File: src/rtl/fetch_queue_if.sv
// fetch_queue_if: handshake and data bundle between fetch, the fetch queue and decode.
// The slave modport is the queue's view; the master modport is the fetch/decode side.
// flush_i is present only when FETCHQ_FLUSH_EN is defined.
interface fetch_queue_if #(
  parameter int addressWidth            = 64,
  parameter int instructionWidth        = 32,
  parameter int PidSize                 = 20,
  parameter int TidSize                 = 16,
  parameter int instructionCounterWidth = 64,
  parameter int queueIndexWidth         = 3
);

  // Fetch side
  logic                              enable_i;
  logic [0:instructionWidth-1]       instruction_i;
  logic [0:addressWidth-1]           instructionAddress_i;
  logic                              is64Bit_i;
  logic [0:PidSize-1]                instructionPid_i;
  logic [0:TidSize-1]                instructionTid_i;
  logic                              full_o;
  logic [0:queueIndexWidth]          count_o;

  // Decode side
  logic                              stall_i;
`ifdef FETCHQ_FLUSH_EN
  logic                              flush_i;
`endif
  logic                              enable_o;
  logic [0:instructionWidth-1]       instruction_o;
  logic [0:addressWidth-1]           instructionAddress_o;
  logic                              is64Bit_o;
  logic [0:PidSize-1]                instructionPid_o;
  logic [0:TidSize-1]                instructionTid_o;
  logic [0:instructionCounterWidth-1] instructionMajId_o;

  modport slave (
`ifdef FETCHQ_FLUSH_EN
    input  flush_i,
`endif
    input  enable_i, instruction_i, instructionAddress_i, is64Bit_i,
           instructionPid_i, instructionTid_i, stall_i,
    output full_o, count_o, enable_o, instruction_o, instructionAddress_o,
           is64Bit_o, instructionPid_o, instructionTid_o, instructionMajId_o
  );

  modport master (
`ifdef FETCHQ_FLUSH_EN
    output flush_i,
`endif
    output enable_i, instruction_i, instructionAddress_i, is64Bit_i,
           instructionPid_i, instructionTid_i, stall_i,
    input  full_o, count_o, enable_o, instruction_o, instructionAddress_o,
           is64Bit_o, instructionPid_o, instructionTid_o, instructionMajId_o
  );

endinterface

File: src/rtl/fetch_queue.sv
// fetch_queue: circular instruction buffer between fetch and decode.
// Every accepted word is tagged with a monotonically increasing major ID that is
// never rewound. The head entry is presented through registered outputs and held
// while decode stalls. Optional flush support is enabled with FETCHQ_FLUSH_EN.
module fetch_queue #(
  parameter int addressWidth            = 64,
  parameter int instructionWidth        = 32,
  parameter int PidSize                 = 20,
  parameter int TidSize                 = 16,
  parameter int instructionCounterWidth = 64,
  parameter int queueDepth              = 8,
  parameter int queueIndexWidth         = 3
) (
  input logic          clock_i,
  input logic          reset_i,
  fetch_queue_if.slave fq
);

  localparam logic [0:queueIndexWidth]           countFull = (queueIndexWidth + 1)'(queueDepth);
  localparam logic [0:queueIndexWidth]           countOne  = (queueIndexWidth + 1)'(1);
  localparam logic [0:queueIndexWidth-1]         ptrOne    = queueIndexWidth'(1);
  localparam logic [0:instructionCounterWidth-1] majOne    = instructionCounterWidth'(1);

  // Entry storage, one array per field
  logic [0:instructionWidth-1]        r_instrMem [queueDepth];
  logic [0:addressWidth-1]            r_addrMem  [queueDepth];
  logic                               r_is64Mem  [queueDepth];
  logic [0:PidSize-1]                 r_pidMem   [queueDepth];
  logic [0:TidSize-1]                 r_tidMem   [queueDepth];
  logic [0:instructionCounterWidth-1] r_majMem   [queueDepth];

  logic [0:queueIndexWidth-1]         r_wrPtr;
  logic [0:queueIndexWidth-1]         r_rdPtr;
  logic [0:queueIndexWidth]           r_count;
  logic [0:instructionCounterWidth-1] r_majCounter;

  // Registered output group
  logic                               r_enableOut;
  logic [0:instructionWidth-1]        r_instrOut;
  logic [0:addressWidth-1]            r_addrOut;
  logic                               r_is64Out;
  logic [0:PidSize-1]                 r_pidOut;
  logic [0:TidSize-1]                 r_tidOut;
  logic [0:instructionCounterWidth-1] r_majOut;

  logic w_full;
  logic w_push;
  logic w_pop;

  // Full and the push/pop decisions all look at the pre-edge count, so a pop in the
  // same cycle never makes room for a push into a full queue. Flush suppresses both.
  assign w_full = (r_count == countFull);
`ifdef FETCHQ_FLUSH_EN
  assign w_push = fq.enable_i && !w_full && !fq.flush_i;
  assign w_pop  = !fq.stall_i && (r_count != '0) && !fq.flush_i;
`else
  assign w_push = fq.enable_i && !w_full;
  assign w_pop  = !fq.stall_i && (r_count != '0);
`endif

  // Write the incoming word and its major ID into the slot at the write pointer
  always_ff @(posedge clock_i) begin
    if (w_push) begin
      r_instrMem[r_wrPtr] <= fq.instruction_i;
      r_addrMem[r_wrPtr]  <= fq.instructionAddress_i;
      r_is64Mem[r_wrPtr]  <= fq.is64Bit_i;
      r_pidMem[r_wrPtr]   <= fq.instructionPid_i;
      r_tidMem[r_wrPtr]   <= fq.instructionTid_i;
      r_majMem[r_wrPtr]   <= r_majCounter;
    end
  end

  // Pointer, occupancy and major ID bookkeeping; the major ID survives a flush
  always_ff @(posedge clock_i or posedge reset_i) begin
    if (reset_i) begin
      r_wrPtr      <= '0;
      r_rdPtr      <= '0;
      r_count      <= '0;
      r_majCounter <= '0;
    end else begin
`ifdef FETCHQ_FLUSH_EN
      if (fq.flush_i) begin
        r_wrPtr <= '0;
        r_rdPtr <= '0;
        r_count <= '0;
      end else
`endif
      begin
        if (w_push) begin
          r_wrPtr      <= r_wrPtr + ptrOne;
          r_majCounter <= r_majCounter + majOne;
        end
        if (w_pop) begin
          r_rdPtr <= r_rdPtr + ptrOne;
        end
        if (w_push && !w_pop) begin
          r_count <= r_count + countOne;
        end else if (w_pop && !w_push) begin
          r_count <= r_count - countOne;
        end
      end
    end
  end

  // Present the head entry to decode; hold everything while stalled and keep stale data when empty
  always_ff @(posedge clock_i or posedge reset_i) begin
    if (reset_i) begin
      r_enableOut <= 1'b0;
      r_instrOut  <= '0;
      r_addrOut   <= '0;
      r_is64Out   <= 1'b0;
      r_pidOut    <= '0;
      r_tidOut    <= '0;
      r_majOut    <= '0;
    end else begin
`ifdef FETCHQ_FLUSH_EN
      if (fq.flush_i) begin
        r_enableOut <= 1'b0;
      end else
`endif
      if (!fq.stall_i) begin
        if (w_pop) begin
          r_enableOut <= 1'b1;
          r_instrOut  <= r_instrMem[r_rdPtr];
          r_addrOut   <= r_addrMem[r_rdPtr];
          r_is64Out   <= r_is64Mem[r_rdPtr];
          r_pidOut    <= r_pidMem[r_rdPtr];
          r_tidOut    <= r_tidMem[r_rdPtr];
          r_majOut    <= r_majMem[r_rdPtr];
        end else begin
          r_enableOut <= 1'b0;
        end
      end
    end
  end

  assign fq.full_o               = w_full;
  assign fq.count_o              = r_count;
  assign fq.enable_o             = r_enableOut;
  assign fq.instruction_o        = r_instrOut;
  assign fq.instructionAddress_o = r_addrOut;
  assign fq.is64Bit_o            = r_is64Out;
  assign fq.instructionPid_o     = r_pidOut;
  assign fq.instructionTid_o     = r_tidOut;
  assign fq.instructionMajId_o   = r_majOut;

endmodule

File: src/flat_wrapper.sv
// flat-port wrapper written by rule: the top's interface ports become plain ports
module fetch_queue_flat 
#(
  parameter int addressWidth            = 64,
  parameter int instructionWidth        = 32,
  parameter int PidSize                 = 20,
  parameter int TidSize                 = 16,
  parameter int instructionCounterWidth = 64,
  parameter int queueDepth              = 8,
  parameter int queueIndexWidth         = 3
)
  (clock_i, reset_i, fq_enable_i, fq_instruction_i, fq_instructionAddress_i, fq_is64Bit_i, fq_instructionPid_i, fq_instructionTid_i, fq_stall_i, fq_full_o, fq_count_o, fq_enable_o, fq_instruction_o, fq_instructionAddress_o, fq_is64Bit_o, fq_instructionPid_o, fq_instructionTid_o, fq_instructionMajId_o);
  fetch_queue_if #(.addressWidth(addressWidth), .instructionWidth(instructionWidth), .PidSize(PidSize), .TidSize(TidSize), .instructionCounterWidth(instructionCounterWidth), .queueIndexWidth(queueIndexWidth)) fq_i ();
  input logic clock_i;
  input logic reset_i;
  input wire logic [$bits(fq_i.enable_i)-1:0] fq_enable_i;
  input wire logic [$bits(fq_i.instruction_i)-1:0] fq_instruction_i;
  input wire logic [$bits(fq_i.instructionAddress_i)-1:0] fq_instructionAddress_i;
  input wire logic [$bits(fq_i.is64Bit_i)-1:0] fq_is64Bit_i;
  input wire logic [$bits(fq_i.instructionPid_i)-1:0] fq_instructionPid_i;
  input wire logic [$bits(fq_i.instructionTid_i)-1:0] fq_instructionTid_i;
  input wire logic [$bits(fq_i.stall_i)-1:0] fq_stall_i;
  output wire logic [$bits(fq_i.full_o)-1:0] fq_full_o;
  output wire logic [$bits(fq_i.count_o)-1:0] fq_count_o;
  output wire logic [$bits(fq_i.enable_o)-1:0] fq_enable_o;
  output wire logic [$bits(fq_i.instruction_o)-1:0] fq_instruction_o;
  output wire logic [$bits(fq_i.instructionAddress_o)-1:0] fq_instructionAddress_o;
  output wire logic [$bits(fq_i.is64Bit_o)-1:0] fq_is64Bit_o;
  output wire logic [$bits(fq_i.instructionPid_o)-1:0] fq_instructionPid_o;
  output wire logic [$bits(fq_i.instructionTid_o)-1:0] fq_instructionTid_o;
  output wire logic [$bits(fq_i.instructionMajId_o)-1:0] fq_instructionMajId_o;
  assign fq_i.enable_i = fq_enable_i;
  assign fq_i.instruction_i = fq_instruction_i;
  assign fq_i.instructionAddress_i = fq_instructionAddress_i;
  assign fq_i.is64Bit_i = fq_is64Bit_i;
  assign fq_i.instructionPid_i = fq_instructionPid_i;
  assign fq_i.instructionTid_i = fq_instructionTid_i;
  assign fq_i.stall_i = fq_stall_i;
  assign fq_full_o = fq_i.full_o;
  assign fq_count_o = fq_i.count_o;
  assign fq_enable_o = fq_i.enable_o;
  assign fq_instruction_o = fq_i.instruction_o;
  assign fq_instructionAddress_o = fq_i.instructionAddress_o;
  assign fq_is64Bit_o = fq_i.is64Bit_o;
  assign fq_instructionPid_o = fq_i.instructionPid_o;
  assign fq_instructionTid_o = fq_i.instructionTid_o;
  assign fq_instructionMajId_o = fq_i.instructionMajId_o;
  fetch_queue #(.addressWidth(addressWidth), .instructionWidth(instructionWidth), .PidSize(PidSize), .TidSize(TidSize), .instructionCounterWidth(instructionCounterWidth), .queueDepth(queueDepth), .queueIndexWidth(queueIndexWidth)) u_core (.clock_i(clock_i), .reset_i(reset_i), .fq(fq_i));
endmodule
File: config.mk
export PLATFORM = sky130hd
export DESIGN_NAME = fetch_queue_flat
export DESIGN_NICKNAME = d
export VERILOG_FILES = /design/src/rtl/fetch_queue_if.sv /design/src/rtl/fetch_queue.sv /design/src/flat_wrapper.sv
export SDC_FILE = /design/constraint.sdc
export NUM_CORES = 2
export LEC_CHECK = 0
export CORE_MARGIN = 8
export CORE_UTILIZATION = 55
export DETAILED_ROUTE_END_ITERATION = 8
export HOLD_SLACK_MARGIN = 0.05
export PLACE_DENSITY = 0.85
export SLEW_MARGIN = 20
export SYNTH_ARGS = -nofsm -noshare
export SYNTH_HDL_FRONTEND = slang
export SYNTH_SLANG_ARGS = --single-unit
File: constraint.sdc
create_clock -name clock_i -period 65.3 [get_ports clock_i]
set_input_delay 13.06 -clock clock_i [delete_from_list [all_inputs] [get_ports clock_i]]
set_output_delay 13.06 -clock clock_i [all_outputs]
set_load 0.005 [all_outputs]
Word-level counts from Yosys, hierarchy flattened
Memories as Yosys holds them, arrays and structs flattened. A register that Yosys moved wholly into a read port is not among the register bits. Cells that the tools add are included.

Multiply operators: 0. Eq/ne operators: 1. Reduce and logical (&&, ||, !) cells: 11. Mux-type cells: 5. Bitwise logic cells: 1. Add/subtract/negate cells: 5. Div/mod/pow operators: 0. Magnitude comparators: 0. Shifts and indexed selects: 0.

Operators by type and width (number): $add A64 B1 Y64 const B (1); $mux W4 (2); $add A3 B1 Y3 const B (2); $add A4 B1 Y4 const B (1); $eq A4 B4 Y1 const B (1); $logic_and A1 B1 Y1 (4); $logic_not A1 Y1 (4); $reduce_bool A4 Y1 (1); $sub A4 B1 Y4 const B (1); $mux W1 (3); $reduce_and A2 Y1 (1); $reduce_bool A2 Y1 (1); $not A1 Y1 (1).

RAM bits: 1576. Memory bits (read-only): 0. Latch bits: 0. Input bits: 137. Output and inout bits: 203. Bits in registers: 75. Memories: 6. Logic and storage cells: 34.

Memory list: u_core.r_addrMem (words 8, bits a word 64, rd ports 1, clocked after Yosys merged registers in 1, write ports 1, line fetch_queue.sv:26) `logic [0:addressWidth-1] r_addrMem [queueDepth];`; u_core.r_majMem (words 8, bits a word 64, rd ports 1, clocked after Yosys merged registers in 1, write ports 1, line fetch_queue.sv:30) `logic [0:instructionCounterWidth-1] r_majMem [queueDepth];`; u_core.r_instrMem (words 8, bits a word 32, rd ports 1, clocked after Yosys merged registers in 1, write ports 1, line fetch_queue.sv:25) `logic [0:instructionWidth-1] r_instrMem [queueDepth];`; u_core.r_pidMem (words 8, bits a word 20, rd ports 1, clocked after Yosys merged registers in 1, write ports 1, line fetch_queue.sv:28) `logic [0:PidSize-1] r_pidMem [queueDepth];`; u_core.r_tidMem (words 8, bits a word 16, rd ports 1, clocked after Yosys merged registers in 1, write ports 1, line fetch_queue.sv:29) `logic [0:TidSize-1] r_tidMem [queueDepth];`; u_core.r_is64Mem (words 8, bits a word 1, rd ports 1, clocked after Yosys merged registers in 1, write ports 1, line fetch_queue.sv:27) `logic r_is64Mem [queueDepth];`.

Longest topological paths before layout
Word-level depth: 7. Gate-level depth with buffers: 14. Gate-level depth less buffers: 11.

Least setup slack after synthesis
OpenSTA, ideal clock, no wires.

Path type: input -> register. From: in fq_enable_i. To: mem u_core.r_addrMem[1][0] (netlist name), enable pin. Setup time: 1.306 ns. Path slack: 30.616 ns. Required time: 63.994 ns. Buffers on the path: 1. Stages on the path: 3. Data arrival time: 33.378 ns. Cell sequence: nand2b_1 clkbuf_1 nor4b_1.

Longest elaborated chain between the ends: 3.

RTL lines: start, declared (line flat_wrapper.sv:16) `input wire logic [$bits(fq_i.enable_i)-1:0] fq_enable_i;`; $logic_and A1 B1 Y1 (line fetch_queue.sv:57) `assign w_push = fq.enable_i && !w_full;`; $mux W1 (line fetch_queue.sv:63) `if (w_push) begin`; $mux W1 (not written as such) (line fetch_queue.sv:65) `r_addrMem[r_wrPtr] <= fq.instructionAddress_i;`; end, declared (line fetch_queue.sv:26).

No other way between the ends.

Worst setup path in the final report
From: in fq_enable_i. To: mem u_core.r_pidMem[5][15] (netlist name), enable pin.

Longest elaborated chain between the ends: 3.

RTL lines: $logic_and A1 B1 Y1 (line fetch_queue.sv:57); via u_core.w_push (line fetch_queue.sv:47) `logic w_push;`; $mux W1 (line fetch_queue.sv:63); $mux W1 (not written as such) (line fetch_queue.sv:67) `r_pidMem[r_wrPtr] <= fq.instructionPid_i;`; end, declared (line fetch_queue.sv:28).

The timed path passes the listed nets, and every way through them passes these cells.

==> impl_metrics.yaml <==
run_status:
  status: "complete, no violations"
setup_path:
  cp.arrival_ps: 17600
  critPathKind: "input pin to flop"
  cp_data_required_time_ps: 65680
  endpoint_kind: "flop"
  cp-start-kind: "input pin"
  cp_max_fo: 66
detailed_routing:
  drt_wl_total_um: 154000
  dr.pass1.iters: 5
  via_per_inst: 6.12
  ant_nets: 0
  wire_per_inst_um: 28.1
  first_iter_violations: 3462
  drc: 0
  dr_total_vias: 33600
die:
  ios: 340
  die_y_um: 371
  die_w_um: 371
  fp-row-count: 130
  core_um2: 125000
  dieArea_um2: 137000
  initial_core_util_pct: 55.2
synth:
  netlist_area_um2: 69200
  synth_compound_gate_area_share_pct: 1.45
  synth.area.mux_share_pct: 15.7
  syn_inst: 3256
  synth.avg_cell_area_um2: 21.2
  ys_warn_count: 0
  syn-num-nets: 3400
  ys_seq_area_share_pct: 78.3
  synth_edf_count: 1576
  ys_ff_latch: 1848
  synth_xor_area_share_pct: 0.899
  synth_ff_type: "edfxtp_1"
  synthDistinctLibCells: 45
  synth-simple-area-share_pct: 2.53
  async_reset_ff_share_pct: 14.7
  synth_top_family_by_area: "multiplexers"
  synthAdderAreaFrac_pct: 0.137
sta:
  slew_headroom_pct: 16.5
  hold_viol: 0
  tns_ps: 0
  setup_ws_ps: 48070
  fmax_ghz: 0.0581
  tightest_slew_ps: 1250
  finalCriticalPeriod_ps: 17230
  skew_ps: 34.5
  slew_viol_final: 0
  period_share_pct: 26.4
  setup_viol: 0
  rsz0062_at_grt: "false"
place:
  port_buffers: 339
  dpl_cell_area_um2: 74500
  dp_slack_ps: 47300
  routabilityCongestion: 0.733
  place_hpwl_um: 80800
global_routing:
  grt_antenna_before_repair: 34
  grt_max_degree: 170
  track_usage_pct: 22.3
  grt_pass1_wl_um: 227000
  grt-ovfl-total: 0
  grt_pass1_vias: 35200
clock_tree:
  root_buffer: "clkbuf_16"
  cts_made_buffers: 176
  clkLatencyLatePin_ps: 790
  ctsHoldBuffers: 0
  cts_buffer_depth: 3
  numClockSinks: 1848
  cts-htree-levels: 4
  clkTransAtPathRegs_ps: 60
  postCtsSetupBuffers: 0
  cts_tree: "yes"
  cts_resized: 0
power_and_ir_drop:
  ir_drop_mv: 0.0431
  powerDensity_nw_per_um2: 43.9
  p_leak_uw: 0.0275
flow_run:
  cap_violations: 0
finish:
  drive_above_1_share_pct: 19.6
  fin_nets: 3806
  final_cell_area_um2: 80600
  syn_to_final_growth_pct: 16.5
min_path:
  hold_path.class: "flop to flop"
sequential cells by signal, indices dropped and copies added, names as in the netlist, 3 cells and up:
signal	cells
u_core.r_majMem	512
u_core.r_tidMem	128
u_core.r_is64Mem	8
u_core.fq.instructionPid_o	20
u_core.fq.instructionMajId_o	64
u_core.r_rdPtr	3
u_core.r_wrPtr	3
u_core.fq.instructionAddress_o	64
u_core.r_addrMem	512
u_core.fq.count_o	4
u_core.fq.instruction_o	32
u_core.r_pidMem	160
u_core.fq.instructionTid_o	16
u_core.r_instrMem	256
u_core.r_majCounter	64
cell families after synthesis:
logic type	after synthesis
muxes	592
and+or+nand+nor	368
buffers and inverters	170
adders and majority gates	7
xor gates and xnor gates	71
DFF	1848
AOI/OAI and AO/OA	200
metrics by stage:
step | total power (µW) | utilization [%] | hold slack [ps] | instances
floorplan | 2210 | - | 471 | 3256
global placement | 2480 | 59.4 | 461 | 5131
detailed placement | 2510 | 59.4 | 470 | 5131
CTS | 3560 | 64.2 | 483 | 5460
global route | 3670 | 64.3 | 496 | 5485
finish | 3530 | 64.3 | 477 | 5491
power breakdown:
part / internal [µW] / leakage, µW / switching (µW)
Sequential: 1490 / 0.0180 / 105
Clock: 593 / 0.00287 / 441
Combinational: 436 / 0.00658 / 471
cell usage after synthesis, types with 3 or more instances:
library cell,count,share of area (%)
nor3_1,20,0.14
nor3_2,7,0.10
clkbuf_1,73,0.40
ha_1,6,0.11
buf_1,33,0.18
nand3_1,16,0.12
nor4_2,5,0.090
nand4_1,20,0.18
edfxtp_1,1576,68
inv_1,9,0.049
xnor2_1,33,0.42
nor4_1,5,0.045
dfrtp_1,272,9.8
and4_1,3,0.038
buf_2,52,0.38
o21ai_0,128,0.93
mux4_2,394,13
nand2b_1,3,0.027
nor2_1,25,0.14
nand2_1,244,1.3
o21ai_1,70,0.51
mux2i_1,197,2.9
xor2_1,38,0.48
critical path: stages:
cell and delay (ps):
clkdlybuf4s50_1 590, nand2b_1 300, inv_2 220, nand2_1 190, nor3b_2 870, buf_4 540, buf_4 740, buf_4 870
per-layer routing:
metal,track usage (%),vias up,routed length [µm]
li1,-,14000,-
met1,28.3,17700,57900
met2,37.1,1554,79300
met3,4.69,300,10900
met4,10.2,12,5900
met5,0,-,77
cell usage in the layout (no fill, tap or decap), drive strengths merged, types with 2 or more instances in the layout:
cell type	synthesis	routed
ha	6	6
buf	86	48
nor3	27	27
bufinv	0	18
and4	3	3
and2	2	2
nand4	21	21
clkinvlp	0	13
clkdlybuf4s50	0	339
nand2b	4	4
nor4	11	11
mux4	394	394
nor4b	3	3
o21ai	198	198
or3	2	2
inv	11	21
nor2	25	25
xnor2	33	33
xor2	38	38
clkinv	0	62
diode	0	28
clkbuf	73	226
nor3b	3	3
and3	2	2
dfrtp	272	272
nand2	244	244
nand3	16	16
mux2i	197	197
edfxtp	1576	1576
final cells by class:
| type | instances | area, µm² |
|---|---|---|
| flip-flops and latches | 1848 | 54100 |
| fillers | 7830 | 44700 |
| multi-input cells | 1238 | 14400 |
| clock buffers | 226 | 4760 |
| repair buffers | 387 | 3900 |
| well taps | 1650 | 2060 |
| clock inverters | 103 | 1190 |
| diodes | 28 | 70.1 |
| inverters | 11 | 56.3 |
path summary, 6_finish.rpt:
path	startpoint	endpoint	slack [ps]	cells after the start
min	u_core.fq.instructionTid_o[7]	u_core.fq.instructionTid_o[7]	480	2
max in group asynchronous	reset_i	u_core.r_rdPtr[0]	49540	5
min reg2reg	u_core.fq.instructionTid_o[7]	u_core.fq.instructionTid_o[7]	480	2
max reg2reg	u_core.fq.count_o[0]	u_core.r_pidMem[5][15]	60200	8
max	fq_enable_i	u_core.r_pidMem[5][15]	48070	8
min in group asynchronous	reset_i	u_core.fq.instructionPid_o[0]	12820	2
(Power assumes the default switching activity.)
